$ cat src/rtl/mem_arb_pkg.sv
// Shared types and constants for the two-port main-memory arbiter.
// Line geometry, port indices and the sequencer state encoding live here.
package mem_arb_pkg;

  localparam int BURST    = 4;
  localparam int BEAT_W   = $clog2(BURST);
  localparam int LINE_OFF = BEAT_W + 2;

  localparam int PORT_I = 0;
  localparam int PORT_D = 1;

  typedef enum logic [2:0] {
    ST_IDLE,
    ST_CMD,
    ST_WAIT,
    ST_XFER,
    ST_DONE
  } state_t;

endpackage

$ cat src/rtl/rr_arbiter2.sv
// Two-way round-robin picker; on a tie the port that was not granted last wins.
module rr_arbiter2 (
  input  logic [1:0] req,
  input  logic       last,
  output logic [1:0] win
);

  always_comb begin
    win = req;
    if (req == 2'b11) win = last ? 2'b01 : 2'b10;
  end

endmodule

$ cat src/rtl/mem_arbiter.sv
// Shares one main-memory port between the I-cache (port 0) and D-cache (port 1),
// sequencing full-line bursts with the ready_mem stall handshake.
module mem_arbiter
  import mem_arb_pkg::*;
#(
  parameter int ADDR_W = 32,
  parameter int DATA_W = 32
) (
  input  logic              clk,
  input  logic              reset,
  input  logic [1:0]        rd_req,
  input  logic [1:0]        wr_req,
  input  logic [ADDR_W-1:0] addr0,
  input  logic [ADDR_W-1:0] addr1,
  input  logic [DATA_W-1:0] wdata0,
  input  logic [DATA_W-1:0] wdata1,
  output logic [1:0]        gnt,
  output logic [1:0]        done,
  output logic [1:0]        rvalid,
  output logic [DATA_W-1:0] rdata,
  output logic [BEAT_W-1:0] beat,
  input  logic              ready_mem,
  input  logic [DATA_W-1:0] rdata_mem,
  output logic              read_mem,
  output logic              write_mem,
  output logic [ADDR_W-1:0] addr_mem,
  output logic [DATA_W-1:0] wdata_mem,
  output state_t            state_dbg
);

  // Handshake: a port holds rd_req/wr_req until its done pulse; memory accepts a
  // command by dropping ready_mem, then every cycle with ready_mem=1 in XFER is one beat.

  localparam logic [ADDR_W-1:0] LINE_MASK = ADDR_W'((1 << LINE_OFF) - 1);

  state_t      state;
  logic        last_q;
  logic        port_q;
  logic [1:0]  req;
  logic [1:0]  win;
  logic        win_port;
  logic [ADDR_W-1:0] win_addr;

  assign req      = rd_req | wr_req;
  assign win_port = win[1];
  assign win_addr = win_port ? addr1 : addr0;
  assign state_dbg = state;

  // The granted port presents the word for the current beat directly.
  assign wdata_mem = write_mem ? (port_q ? wdata1 : wdata0) : '0;

  rr_arbiter2 u_rr (
    .req  (req),
    .last (last_q),
    .win  (win)
  );

  always_ff @(posedge clk) begin
    if (!reset) begin
      state     <= ST_IDLE;
      last_q    <= 1'b1;
      port_q    <= 1'b0;
      gnt       <= '0;
      done      <= '0;
      rvalid    <= '0;
      rdata     <= '0;
      beat      <= '0;
      read_mem  <= 1'b0;
      write_mem <= 1'b0;
      addr_mem  <= '0;
    end else begin
      done   <= '0;
      rvalid <= '0;
      case (state)
        ST_IDLE: begin
          if (|req) begin
            port_q    <= win_port;
            gnt       <= win;
            write_mem <= wr_req[win_port];
            read_mem  <= ~wr_req[win_port];
            addr_mem  <= win_addr & ~LINE_MASK;
            beat      <= '0;
            state     <= ST_CMD;
          end
        end
        ST_CMD: begin
          if (!ready_mem) state <= ST_WAIT;
        end
        ST_WAIT: begin
          if (ready_mem) state <= ST_XFER;
        end
        ST_XFER: begin
          if (ready_mem) begin
            if (read_mem) begin
              rdata  <= rdata_mem;
              rvalid <= gnt;
            end
            if (beat == BEAT_W'(BURST - 1)) begin
              beat      <= '0;
              read_mem  <= 1'b0;
              write_mem <= 1'b0;
              gnt       <= '0;
              done      <= gnt;
              state     <= ST_DONE;
            end else begin
              beat     <= beat + BEAT_W'(1);
              addr_mem <= addr_mem + ADDR_W'(4);
            end
          end
        end
        ST_DONE: begin
          last_q <= port_q;
          state  <= ST_IDLE;
        end
        default: state <= ST_IDLE;
      endcase
    end
  end

endmodule

$ cat config.mk
export PLATFORM = sky130hd
export DESIGN_NAME = mem_arbiter
export DESIGN_NICKNAME = d
export VERILOG_FILES = /design/src/rtl/mem_arb_pkg.sv /design/src/rtl/rr_arbiter2.sv /design/src/rtl/mem_arbiter.sv
export SDC_FILE = /design/constraint.sdc
export NUM_CORES = 1
export LEC_CHECK = 0
export ABC_AREA = 0
export CAP_MARGIN = 10
export CORE_ASPECT_RATIO = 0.6
export CORE_MARGIN = 2
export CORE_UTILIZATION = 30
export CTS_CLUSTER_SIZE = 10
export DETAILED_ROUTE_END_ITERATION = 6
export GPL_TIMING_DRIVEN = 0
export PLACE_DENSITY_LB_ADDON = 0.1
export SLEW_MARGIN = 10
export SYNTH_ARGS = -nofsm -noshare
export SYNTH_HDL_FRONTEND = slang
export SYNTH_SLANG_ARGS = --single-unit
$ cat constraint.sdc
create_clock -name clk -period 2.98 [get_ports clk]
set_input_delay 0.596 -clock clk [delete_from_list [all_inputs] [get_ports clk]]
set_output_delay 0.596 -clock clk [all_outputs]
set_load 0.1 [all_outputs]
==> flow_results.org, run 1 <==
** Run status
- Run status :: completed

** Global routing
- The number of antenna violations at the first check in global routing came to 0.
- Entering global routing, the biggest net connects 16 pins.
- Via count of the first global-routing pass :: roughly 5400
- The total overflow left after global routing is 0.
- Total track usage :: 24.1%
- Global-route wire length before repair :: ~30000 um

** Synth
- For this run, the number of Yosys warnings is 0.
- Register bit total from synthesis :: a little under 80
- Number of standard cells after synthesis :: about 580
- Area of the mapped netlist :: ~0.0045 sq mm
- Yosys cell types :: slightly below 60
- In the synthesized netlist the dominant register cell turns out to be sky130_fd_sc_hd__dfxtp_1.
- Part of the Yosys area used for sequential elements :: approximately a third
- Yosys mapped a number of flops with a built-in enable equal to 0.
- In the synthesized netlist the async set-or-reset flop fraction comes to 0%.
- Post-synthesis average cell area :: approximately 7.8 sq um

** Floorplanning
- Die height :: approximately 99 um
- IO Count :: 276
- The initial utilization of the core area, before any placement, comes to 31.0%.
- The total area inside the core boundary comes to between 0.01 and 0.015 sq mm.
- The floorplan step set the die width to ~160 um.
- Number of core rows :: 34
- DIE AREA :: between 0.015 and 0.02 sq mm

** Finish
- The library cells used most frequently in the layout, excluding fill and tap cells, are 233 x sky130_fd_sc_hd__clkdlybuf4s50_1, 101 x sky130_fd_sc_hd__nand2_1, 77 x sky130_fd_sc_hd__dfxtp_1.
- Number of diodes added for antenna fixing :: 0
- Final std cells w/o fill :: around 1100
- The library cell used most frequently in the layout, excluding fill and tap cells, is sky130_fd_sc_hd__clkdlybuf4s50_1.
- Net count reported at finish :: 1027
- The post-route netlist has 13.4% of its cells at a drive strength greater than 1.
- From synthesis to final layout, the design area changed by 73.1%.
- The finished cells cover 0.00786 sq mm.

** Clock tree
- Hold repair after CTS inserted 0 buffers.
- The H-tree was split into 3 levels.
- Buffers inserted during clock tree synthesis total 9.
- # Post-CTS Setup Buffers :: 0
- CTS saw 77 sinks.
- Clock-pin slew was measured on the worst setup and hold paths at roughly 70 ps.
- Clock latency at the later pin of the worst-skew pair :: ~340 ps
- Root Driver :: sky130_fd_sc_hd__clkbuf_16
- TritonCTS built the clock tree.
- The longest clock path from root to sink contains 2 buffers.

** Placed design
- Port-buffer cells :: about 270
- The placed instances occupy a cell area of about 0.0075 sq mm.
- Last weighted congestion value of the routability-driven placer :: about 0.96
- Detail Placement HPWL :: roughly 16000 um
- After detailed placement, the design holds a cell count of 1046.

** Setup path
- Required time of the critical path :: between 3000 and 4000 ps
- Crit path max fanout :: 10
- The critical path starts at rd_req[0].
- Critical path type :: input pin to register
- Data arrives at the worst endpoint at approximately 3000 ps.
- The worst setup path is launched from an input pin.
- The worst setup path is captured at a register.
- The startpoint identified for the worst register-to-register timing path is state_dbg[1].

** Timing
- Number of slew-limit violations in the final report :: 0
- Final setup fails :: 0
- Between clock sinks in the finished design, the worst skew comes to ~10 ps.
- In the final timing run, aggregate negative setup slack is 0 ps.
- The final critical path takes up a little over nine tenths of the cycle.
- Fmax achieved :: approximately 0.36 GHz
- The number of hold violations in the final report came to 0.
- RSZ-0062 raised after global routing :: false
- Final worst path period need :: 2810 ps
- Transition time at the pin with the least slew margin :: approximately 1000 ps
- The worst pin sits at a relative slew slack of 30.5%.

** Flow run
- Number of max-cap violations :: 0

** Pwr
- P per Cell Area :: 483 mW/mm^2
- Leakage Power :: 2.68 nW
- Across the VDD grid, the largest voltage drop is 275 uV.

** Min path
- The min-delay analysis places its worst path in the category register to register.
- The worst hold path begins at rdata[5].

** Route
- In the routed layout, each cell is associated on average with a via count of between 5 and 6.
- The routed layout has 5519 vias.
- In the routed design, unresolved DRC markers number 0.
- 1st-pass router iterations :: 5
- Violation count after the first detailed-routing iteration :: roughly 340
- Post-detailed-route wirelength per cell :: approximately 19 um
- The final layout contains routed wiring with a total length of around 20000 um.
- Once detail routing completed, the nets flagged for antenna violations numbered 0.
## logic make-up after synthesis
| group | share of synthesized area [%] |
|---|---|
| AND/OR/NAND/NOR | 27.6 |
| flip-flops | 33.9 |
| multiplexers | 11.9 |
| adder cells (fa/ha/maj) | 0.551 |
| AO/OA/AOI/OAI | 20.9 |
| buffers and inverters | 5.01 |
| other | 0.0825 |
## flip-flops by register name (all words and copies together), names as in the netlist
signal and count:
port_q 1, write_mem 1, state_dbg 3, done 2
read_mem 1, addr_mem 30, gnt 2, rdata 32
last_q 1, rvalid 2, beat 2
## final cells by class
cell class	instances	area (sq um)
Fill cell	1388	6770
Multi-Input combinational cell	454	2860
Timing Repair Buffer	265	2680
Sequential cell	77	1540
Tap cell	198	248
Clock buffer	9	225
Buffer	47	213
Clock inverter	7	80.1
Inverter	4	15.0
## through the flow
step	power [mW]	worst slack [ps]	utilization (%)	hold WS (ps)
floorplan	2.17	200	-	532
global placement	2.68	-408	51.4	443
finish	3.80	166	53.7	456
CTS	3.82	-190	53.7	459
global route	3.92	1.88	53.7	478
detailed placement	2.69	-420	51.4	451
## synthesized netlist by cell type (2+ instances only)
cell,n,share of area [%]
sky130_fd_sc_hd__nand2_1,101,8.3
sky130_fd_sc_hd__dfxtp_1,77,34
sky130_fd_sc_hd__a21oi_1,68,7.5
sky130_fd_sc_hd__mux2i_1,46,10
sky130_fd_sc_hd__nor2b_1,35,4.8
sky130_fd_sc_hd__clkbuf_1,32,2.6
sky130_fd_sc_hd__nor2_1,21,1.7
sky130_fd_sc_hd__o21ai_0,21,2.3
sky130_fd_sc_hd__nand3_1,20,2.2
sky130_fd_sc_hd__nor3_1,15,1.7
sky130_fd_sc_hd__and3_1,10,1.4
sky130_fd_sc_hd__nand4_1,10,1.4
sky130_fd_sc_hd__o22ai_1,9,1.2
sky130_fd_sc_hd__a211oi_1,8,1.3
sky130_fd_sc_hd__a31oi_1,7,0.96
sky130_fd_sc_hd__buf_2,7,0.77
sky130_fd_sc_hd__mux2_2,7,1.7
sky130_fd_sc_hd__a32o_1,6,1.3
sky130_fd_sc_hd__o221a_2,6,1.5
sky130_fd_sc_hd__nand2b_1,5,0.69
sky130_fd_sc_hd__and2_1,4,0.55
sky130_fd_sc_hd__and4_1,4,0.77
sky130_fd_sc_hd__buf_4,4,0.66
sky130_fd_sc_hd__inv_1,4,0.33
sky130_fd_sc_hd__nor4_1,4,0.55
sky130_fd_sc_hd__o21a_1,4,0.66
sky130_fd_sc_hd__a41oi_1,3,0.58
sky130_fd_sc_hd__buf_1,3,0.25
sky130_fd_sc_hd__o211ai_1,3,0.50
sky130_fd_sc_hd__or3_1,3,0.41
sky130_fd_sc_hd__ha_1,2,0.55
sky130_fd_sc_hd__nand3b_1,2,0.33
sky130_fd_sc_hd__o21ai_1,2,0.22
sky130_fd_sc_hd__o22a_1,2,0.39
sky130_fd_sc_hd__o2bb2ai_1,2,0.39
sky130_fd_sc_hd__or4_1,2,0.33
sky130_fd_sc_hd__or4_4,2,0.50
## repair_timing
action,4_1_cts,5_1_grt
endpoints found under the hold margin,0,0
gates resized for setup,88,6
setup endpoints to repair,32,28
## path summary, 6_finish.rpt
kind / to / slack [ps] / cells after the start
setup / recovery: addr_mem[17] / 170 / 7
hold / removal: rdata[5] / 460 / 2
setup reg to reg: addr_mem[21] / 220 / 8
hold reg to reg: rdata[5] / 460 / 2
## critical path: stages
cell	delay [ps]
sky130_fd_sc_hd__clkdlybuf4s50_1	510
sky130_fd_sc_hd__o21a_1	260
sky130_fd_sc_hd__nor2_1	290
sky130_fd_sc_hd__buf_1	710
sky130_fd_sc_hd__mux2i_1	340
sky130_fd_sc_hd__o21ai_0	110
sky130_fd_sc_hd__a32o_1	230
## metal layers
| layer | global-route usage, % | share of wire (%) |
|---|---|---|
| met5 | 0 | 0 |
| met3 | 6.42 | 9.5 |
| met2 | 38.1 | 44 |
| met4 | 7.01 | 1.8 |
| met1 | 32.5 | 44 |
## report_power, final
group | internal, mW | switching (mW) | total, mW
sequential | 1.09 | 0.0931 | 1.18
combinational | 0.489 | 0.997 | 1.49
clock | 0.659 | 0.468 | 1.13
total | 2.24 | 1.56 | 3.80
Power figures use the tool's default switching activity.
==> run 2: changes to the inputs <==
--- a/config.mk
+++ b/config.mk
@@ -10,6 +10,7 @@
 export CORE_ASPECT_RATIO = 0.6
 export CORE_MARGIN = 2
 export CORE_UTILIZATION = 30
+export CTS_BUF_LIST = sky130_fd_sc_hd__clkbuf_2
 export CTS_CLUSTER_SIZE = 10
 export DETAILED_ROUTE_END_ITERATION = 6
 export GPL_TIMING_DRIVEN = 0
==> flow_results.org, run 2 (synthesized netlist as in run 1, its figures left out) <==
** Route
- Vias post-DR :: 5540 (+0.38%)
- The total routed wirelength came to 19900 um (+0.34%).
- The routed wire length per instance is 18.8 um (+0.24%).
- Antenna viol nets, final :: 0 (unchanged)
- 1st-pass router iterations :: 5 (unchanged)
- Post-route DRC violation count :: 0 (unchanged)
- The number of DRC markers in iteration 0 came to 393 (+17%).
- Vias per std cell :: 5.22 (+0.29%)

** Global routing
- met2 is the most crowded layer.
- Met2 demand-to-capacity share in global routing :: 37.8% (-0.26 points)
- The via count of the first global-routing pass came to 5419 (-0.42%).
- The total grt overflow is 0 (unchanged).
- The met3 routing resource usage after global routing is 6.96% (+0.54 points).
- The number of antenna violations at the first check in global routing is 1 (+1).
- Total track usage :: 23.9% (-0.20 points)
- The first-pass GRT wire length came to 29800 um (-0.48%).
- GR met1 Demand/Resource :: 32.3% (-0.16 points)
- Pin count of the biggest net entering global routing :: 16 (unchanged)

** Timing
- The transition time of the tightest slew-check pin is 1040 ps (-1.03 ps).
- The number of slew-limit violations in the final report came to 0 (unchanged).
- Setup repair after global routing left no endpoint under its margin.
- The worst clock skew on the final layout came to 45.6 ps (+35.3 ps).
- The highest achievable clock rate was 0.342 GHz (-3.6%).
- Slew headroom :: 30.6% (+0.069 points)
- Final worst path period need :: 2920 ps (+106 ps)
- The number of hold violations in the final report came to 0 (unchanged).
- Final setup fails :: 0 (unchanged)
- Part of the cycle the worst path needs :: 98.0% (+3.6 points)

** Clock tree
- Clock transition at the register clock pins on the worst setup and hold paths after CTS :: 250 ps (+180 ps)
- TritonCTS built the clock tree.
- Number of levels the H-tree was split into :: 3 (unchanged)
- Clock buffer count from CTS :: 9 (unchanged)
- Longest Clk Path Bufs :: 2 (unchanged)
- The tree is rooted in a sky130_fd_sc_hd__clkbuf_2.
- The clock latency reported for the late side of the worst-skew pair was 550 ps (+210 ps).
- Clock Sinks :: 77 (unchanged)

** Floorplanning
- The area inside the core boundary is 0.0146 sq mm (unchanged).
- Number of core rows :: 34 (unchanged)
- Die height :: 99.3 um (unchanged)
- Width of the die :: 163 um (unchanged)
- DIE AREA :: 0.0162 sq mm (unchanged)
- The count of boundary I/O pins was 276 (unchanged).
- The starting utilization of the core area came to 31.0% (unchanged).

** Placed design
- The placed wire-length estimate is 16200 um (unchanged).
- Port-buffer cells :: 265 (unchanged)
- The global placement routability congestion is 0.958 (unchanged).
- Cell Area, Placed :: 0.00753 sq mm (unchanged)

** Setup path
- Kind of capture point of the worst setup path :: output port
- The delay of the slowest critical-path stage was 1210 ps (+500 ps).
- Sum of buffers and inverters on the critical path :: 1 (-1)
- Depth of the critical timing path with buffers and inverters included :: 1 (-6)
- Worst r2r src :: state_dbg[1]
- Cell type of the slowest stage on the worst timing path :: sky130_fd_sc_hd__clkdlybuf4s50_1
- The endpoint identified for the worst register-to-register timing path is addr_mem[21].
- Worst R2R Setup Slack :: 230 ps (about the same)
- Worst setup SP type :: register
- The maximum fanout encountered on the critical timing path was 6 (-4).
- Signal arrival time at the worst endpoint :: 2320 ps (-720 ps)
- The worst endpoint required time came to 2380 ps (-830 ps).
- Gate family responsible for the most delay along the worst path :: buffers and inverters
- The count of cells along the worst register-to-register path came to 8 (unchanged).
- Critical Path Start :: addr_mem[16]
- Critical path cell sequence :: clkdlybuf4s50_1
- Critical path type :: register to output port
- Capture point of the critical path :: addr_mem[16]

** Finish
- Largest register FFs :: 32 (unchanged)
- The area of all placed cells without fillers was 0.00769 sq mm (-2.2%).
- Commonest cells after routing, fill and taps aside :: 230 x sky130_fd_sc_hd__clkdlybuf4s50_1, 101 x sky130_fd_sc_hd__nand2_1, 76 x sky130_fd_sc_hd__dfxtp_1
- Layout Area Growth over Synthesis :: 69.2%
- Biggest register :: rdata
- Layout cells sized above 1 :: 13.7% (+0.23 points)
- The total number of nets in the final design came to 1027 (unchanged).
- Leaving out fill and tap cells, the most frequent cell in the layout is sky130_fd_sc_hd__clkdlybuf4s50_1.
- Total of fill cells in the finished design :: 1423 (+2.5%)

** Flow run
- The max-capacitance violation count came to 0 (unchanged).

** Run status
- The flow ran to the end, and the final reports show no timing, DRC or antenna violations.

** Pwr
- Post-route total power :: 3.29 mW (-13%)
- The worst vdd rail ir drop came to 185 uV (-33%).
- The cell area power density came to 428 mW/mm^2 (-11%).
- The total leakage power came to 2.63 nW (-1.8%).

** Min path
- The number of cells on the worst hold path came to 2 (unchanged).
- In this run the worst hold path is classified as register to register.
run 2: cell count changes in the layout (fill, tap and decap cells not counted), sizes merged:
cell	change
clkdlybuf4s15	-4
clkdlybuf4s18	+5
clkdlybuf4s50	-3
diode	+1
dlygate4sd2	+1
dlymetal6s2s	+1
run 2: area by class of cell:
| class | count | area (sq um) | share of cell area (%) |
|---|---|---|---|
| tap | 198 | 248 | 3.22 |
| antenna | 1 | 2.50 | 0.0326 |
| clock inverter | 7 | 80.1 | 1.04 |
| buffer | 47 | 218 | 2.83 |
| multi-input combinational | 454 | 2860 | 37.2 |
| clock buffer | 9 | 45.0 | 0.586 |
| sequential | 77 | 1540 | 20.1 |
| timing repair buffer | 265 | 2680 | 34.8 |
| inverter | 4 | 15.0 | 0.195 |
run 2: stage by stage:
step                TNS [ps]  hold WS, ps  instances  util (%)  setup slack (ps)
detailed placement    -12060          451       1046      51.4              -420
global placement      -10430          443       1046      51.4              -408
CTS                        0          475       1061      52.5              6.91
finish                     0          473       1062      52.5              59.6
floorplan                  0          532        583         -               200
global route               0          494       1062      52.5              5.35
run 2: worst min-delay path by stage:
stage	from	end
global placement	rdata[3]	rdata[3]
global route	rdata[1]	rdata[1]
detailed placement	rdata[17]	rdata[17]
floorplan	last_q	last_q
finish	rdata[2]	rdata[2]
CTS	rdata[1]	rdata[1]
run 2: worst min-delay path, stage by stage (launching register included):
cell                      delay, ps
sky130_fd_sc_hd__dfxtp_1        370
sky130_fd_sc_hd__nand2_1         50
sky130_fd_sc_hd__a21oi_1         50
run 2: routing by layer:
| layer | wire length (um) | up-vias |
|---|---|---|
| li1 | - | 2650 |
| met1 | 8620 | 2571 |
| met2 | 8920 | 293 |
| met3 | 2090 | 26 |
| met4 | 306 | 0 |
| met5 | 0 | - |
run 2: what timing repair did:
item	4_1_cts	5_1_grt
endpoints found under the setup margin	34	15
buffers inserted	0	0
hold buffers	0	0
gates resized for setup	102	2
run 2: power breakdown:
part	leakage (nW)	switching, mW	total [mW]	internal, mW
registers	0.628	0.0935	1.19	1.09
clock network	0.0695	0.418	0.622	0.204
logic	1.94	0.998	1.49	0.488
==> run 3: changes to the inputs <==
==> constraint.sdc (replaced) <==
create_clock -name clk -period 3.2 [get_ports clk]
set_input_delay 0.64 -clock clk [delete_from_list [all_inputs] [get_ports clk]]
set_output_delay 0.64 -clock clk [all_outputs]
set_load 0.1 [all_outputs]
==> flow_results.org, run 3 (synthesized netlist as in run 1, its figures left out) <==
** Setup path
- The worst register-to-register path ends at addr_mem[20].
- Walking the worst path, the cells encountered are clkdlybuf4s50_1.
- The arrival time at the worst endpoint was 2360 ps (+40 ps).
- The slowest stage of the critical path is the sky130_fd_sc_hd__clkdlybuf4s50_1 cell.
- The count of cells along the worst register-to-register path is 7 (-1).
- Kind of capture point of the worst setup path :: output port
- Crit path max fanout :: 8 (+2)
- Worst r2r src :: state_dbg[1]
- Worst R2R Setup Slack :: 590 ps (+360 ps)
- Critical path type :: register to output port
- Largest stage delay on the critical path :: 1200 ps (about the same)
- Worst setup SP type :: register
- The most critical setup path has its startpoint at addr_mem[15].
- Gate family responsible for the most delay along the worst path :: buffers and inverters
- Required time of the critical path :: 2560 ps (+180 ps)
- Sum of buffers and inverters on the critical path :: 1 (unchanged)

** Run status
- Run status :: completed

** Finish
- Final std cells w/o fill :: 1063 (+0.094%)
- Biggest register :: rdata
- Leaving out fill and tap cells, the most frequent cell in the layout is sky130_fd_sc_hd__clkdlybuf4s50_1.
- Compared with the post-synthesis result, the final layout area differs by 64.9%.
- In the layout the commonest cells are 233 x sky130_fd_sc_hd__clkdlybuf4s50_1, 101 x sky130_fd_sc_hd__nand2_1, 77 x sky130_fd_sc_hd__dfxtp_1.
- The total number of nets in the final design was 1028 (+0.097%).
- Largest register FFs :: 32 (unchanged)
- Layout cells sized above 1 :: 13.2% (-0.48 points)
- Post-route core utilization :: 51.2% (-1.3 points)
- The fill cell total of the finished layout came to 1438 (+1.1%).

** Timing
- Count of endpoints failing hold in the final timing report :: 0 (unchanged)
- RSZ-0062 raised after global routing :: false
- Final setup fails :: 0 (unchanged)
- Setup Skew :: 43.1 ps (-2.53 ps)
- The number of slew-limit violations in the final report was 0 (unchanged).
- Of the available clock period, the critical path in the final layout requires between 90% and 100%.
- The transition time of the tightest slew-check pin was 1020 ps (-15.0 ps).
- Setup TNS :: 0 ps (unchanged)
- Slew headroom :: 31.6% (+1.0 points)
- Final worst path period need :: 3000 ps
- Static timing analysis puts the maximum clock frequency at ~0.33 GHz.

** Placed design
- Count of placed standard cells including taps :: 1046 (unchanged)
- Port-buffer cells :: 265 (unchanged)
- Last weighted congestion value of the routability-driven placer :: 0.883 (-7.8%)
- Detail Placement HPWL :: 15500 um (-4.0%)

** Global routing
- The first-pass GRT wire length was 29700 um (-0.30%).
- The total grt overflow was 0 (unchanged).
- Initial antenna violation count :: 0 (-1)
- The via count of the first global-routing pass came to 5509 (+1.7%).
- The maximum number of pins on one net before global-route repair came to 17 (+1).
- The overall routing resource usage was 23.9% (-0.042 points).

** Clock tree
- Root Driver :: sky130_fd_sc_hd__clkbuf_2
- Hold buffers post-CTS :: 0 (unchanged)
- Clock buffer count from CTS :: 9 (unchanged)
- Post_cts resized :: 91 (-11%)
- Clock latency at the later pin of the worst-skew pair :: 570 ps (+20 ps)
- Longest Clk Path Bufs :: 2 (unchanged)
- # Post-CTS Setup Buffers :: 0 (unchanged)
- TritonCTS built the clock tree.
- Number of levels the H-tree was split into :: 3 (unchanged)
- Clock Sinks :: 77 (unchanged)
- Clock transition at the register clock pins on the worst setup and hold paths after CTS :: 270 ps (+20 ps)

** Route
- The total routed wirelength is 19700 um (-1.1%).
- The number of antenna-violating nets in the routed design is 0 (unchanged).
- The number of DRC markers in iteration 0 is 409 (+4.1%).
- The total DRC errors in the routed layout is 0 (unchanged).
- 1st-pass router iterations :: 5 (unchanged)
- Post-detailed-route wirelength per cell :: 18.5 um (-1.2%)
- The per-cell via count in the routed design is 5.21 (about the same).
- Vias post-DR :: 5542 (+0.036%)

** Pwr
- The worst vdd rail ir drop came to 216 uV (+17%).
- The total leakage power was 2.64 nW (+0.15%).
- The cell area power density came to 401 mW/mm^2 (-6.4%).
- Post-route total power :: 3.00 mW (-8.8%)

** Floorplanning
- Width of the die :: 163 um (unchanged)
- Number of core rows :: 34 (unchanged)
- Core footprint :: 0.0146 sq mm (unchanged)
- The die span in y came to 99.3 um (unchanged).
- DIE AREA :: 0.0162 sq mm (unchanged)
- IO Count :: 276 (unchanged)
- Initial core utilization :: 31.0% (unchanged)

** Min path
- The number of cells on the worst hold path came to 2 (unchanged).
- In this run the most critical hold path is launched from rdata[30].
- The worst hold path terminates at rdata[30].
- Path type of the worst min-delay path :: register to register

** Flow run
- The max-capacitance violation count is 0 (unchanged).
## run 3: area by class of cell
cell class                      count  area, sq um  share of cell area, %
Buffer                             48          216                   2.89
Sequential cell                    77         1540                   20.6
Clock inverter                      7         68.8                  0.919
Timing Repair Buffer              265         2500                   33.4
Inverter                            4         15.0                  0.200
Antenna cell                        1         2.50                 0.0334
Clock buffer                        9         45.0                  0.601
Tap cell                          198          248                   3.31
Multi-Input combinational cell    454         2850                   38.0
## run 3: per-stage QoR
stage	setup slack [ps]	hold slack [ps]	instance area, sq um
CTS	0.742	474	7670
detailed placement	-152	450	7520
floorplan	120	532	4620
global route	0.118	495	7490
global placement	-163	442	7520
finish	199	472	7490
## run 3: worst max path at each step
stage / cells after the start / to / slack (ps)
floorplan: 1 / wdata_mem[0] / 120
global placement: 5 / wdata_mem[21] / -160
detailed placement: 5 / wdata_mem[29] / -150
CTS: 5 / wdata_mem[21] / 0.7
global route: 5 / wdata_mem[21] / 0.1
finish: 1 / addr_mem[15] / 200
## run 3: where the power goes
part | switching, mW | internal [mW]
Combinational | 0.928 | 0.439
Clock | 0.416 | 0.121
Sequential | 0.0836 | 1.02
Total | 1.43 | 1.58
## run 3: worst reg2reg max path, cell delays in order (launching register included)
cell	delay [ps]
sky130_fd_sc_hd__dfxtp_1	380
sky130_fd_sc_hd__clkbuf_1	280
sky130_fd_sc_hd__and3b_1	210
sky130_fd_sc_hd__clkbuf_1	350
sky130_fd_sc_hd__buf_2	340
sky130_fd_sc_hd__clkbuf_1	540
sky130_fd_sc_hd__o22ai_1	190
sky130_fd_sc_hd__a211oi_1	290
## run 3: per-layer routing
metal / vias to the layer above / GRT usage [%] / wire length, um
met5: - / 0 / 0
met4: 0 / 5.72 / 253
met3: 20 / 7.46 / 1840
met2: 262 / 37.8 / 8850
met1: 2606 / 31.8 / 8760
li1: 2654 / - / -
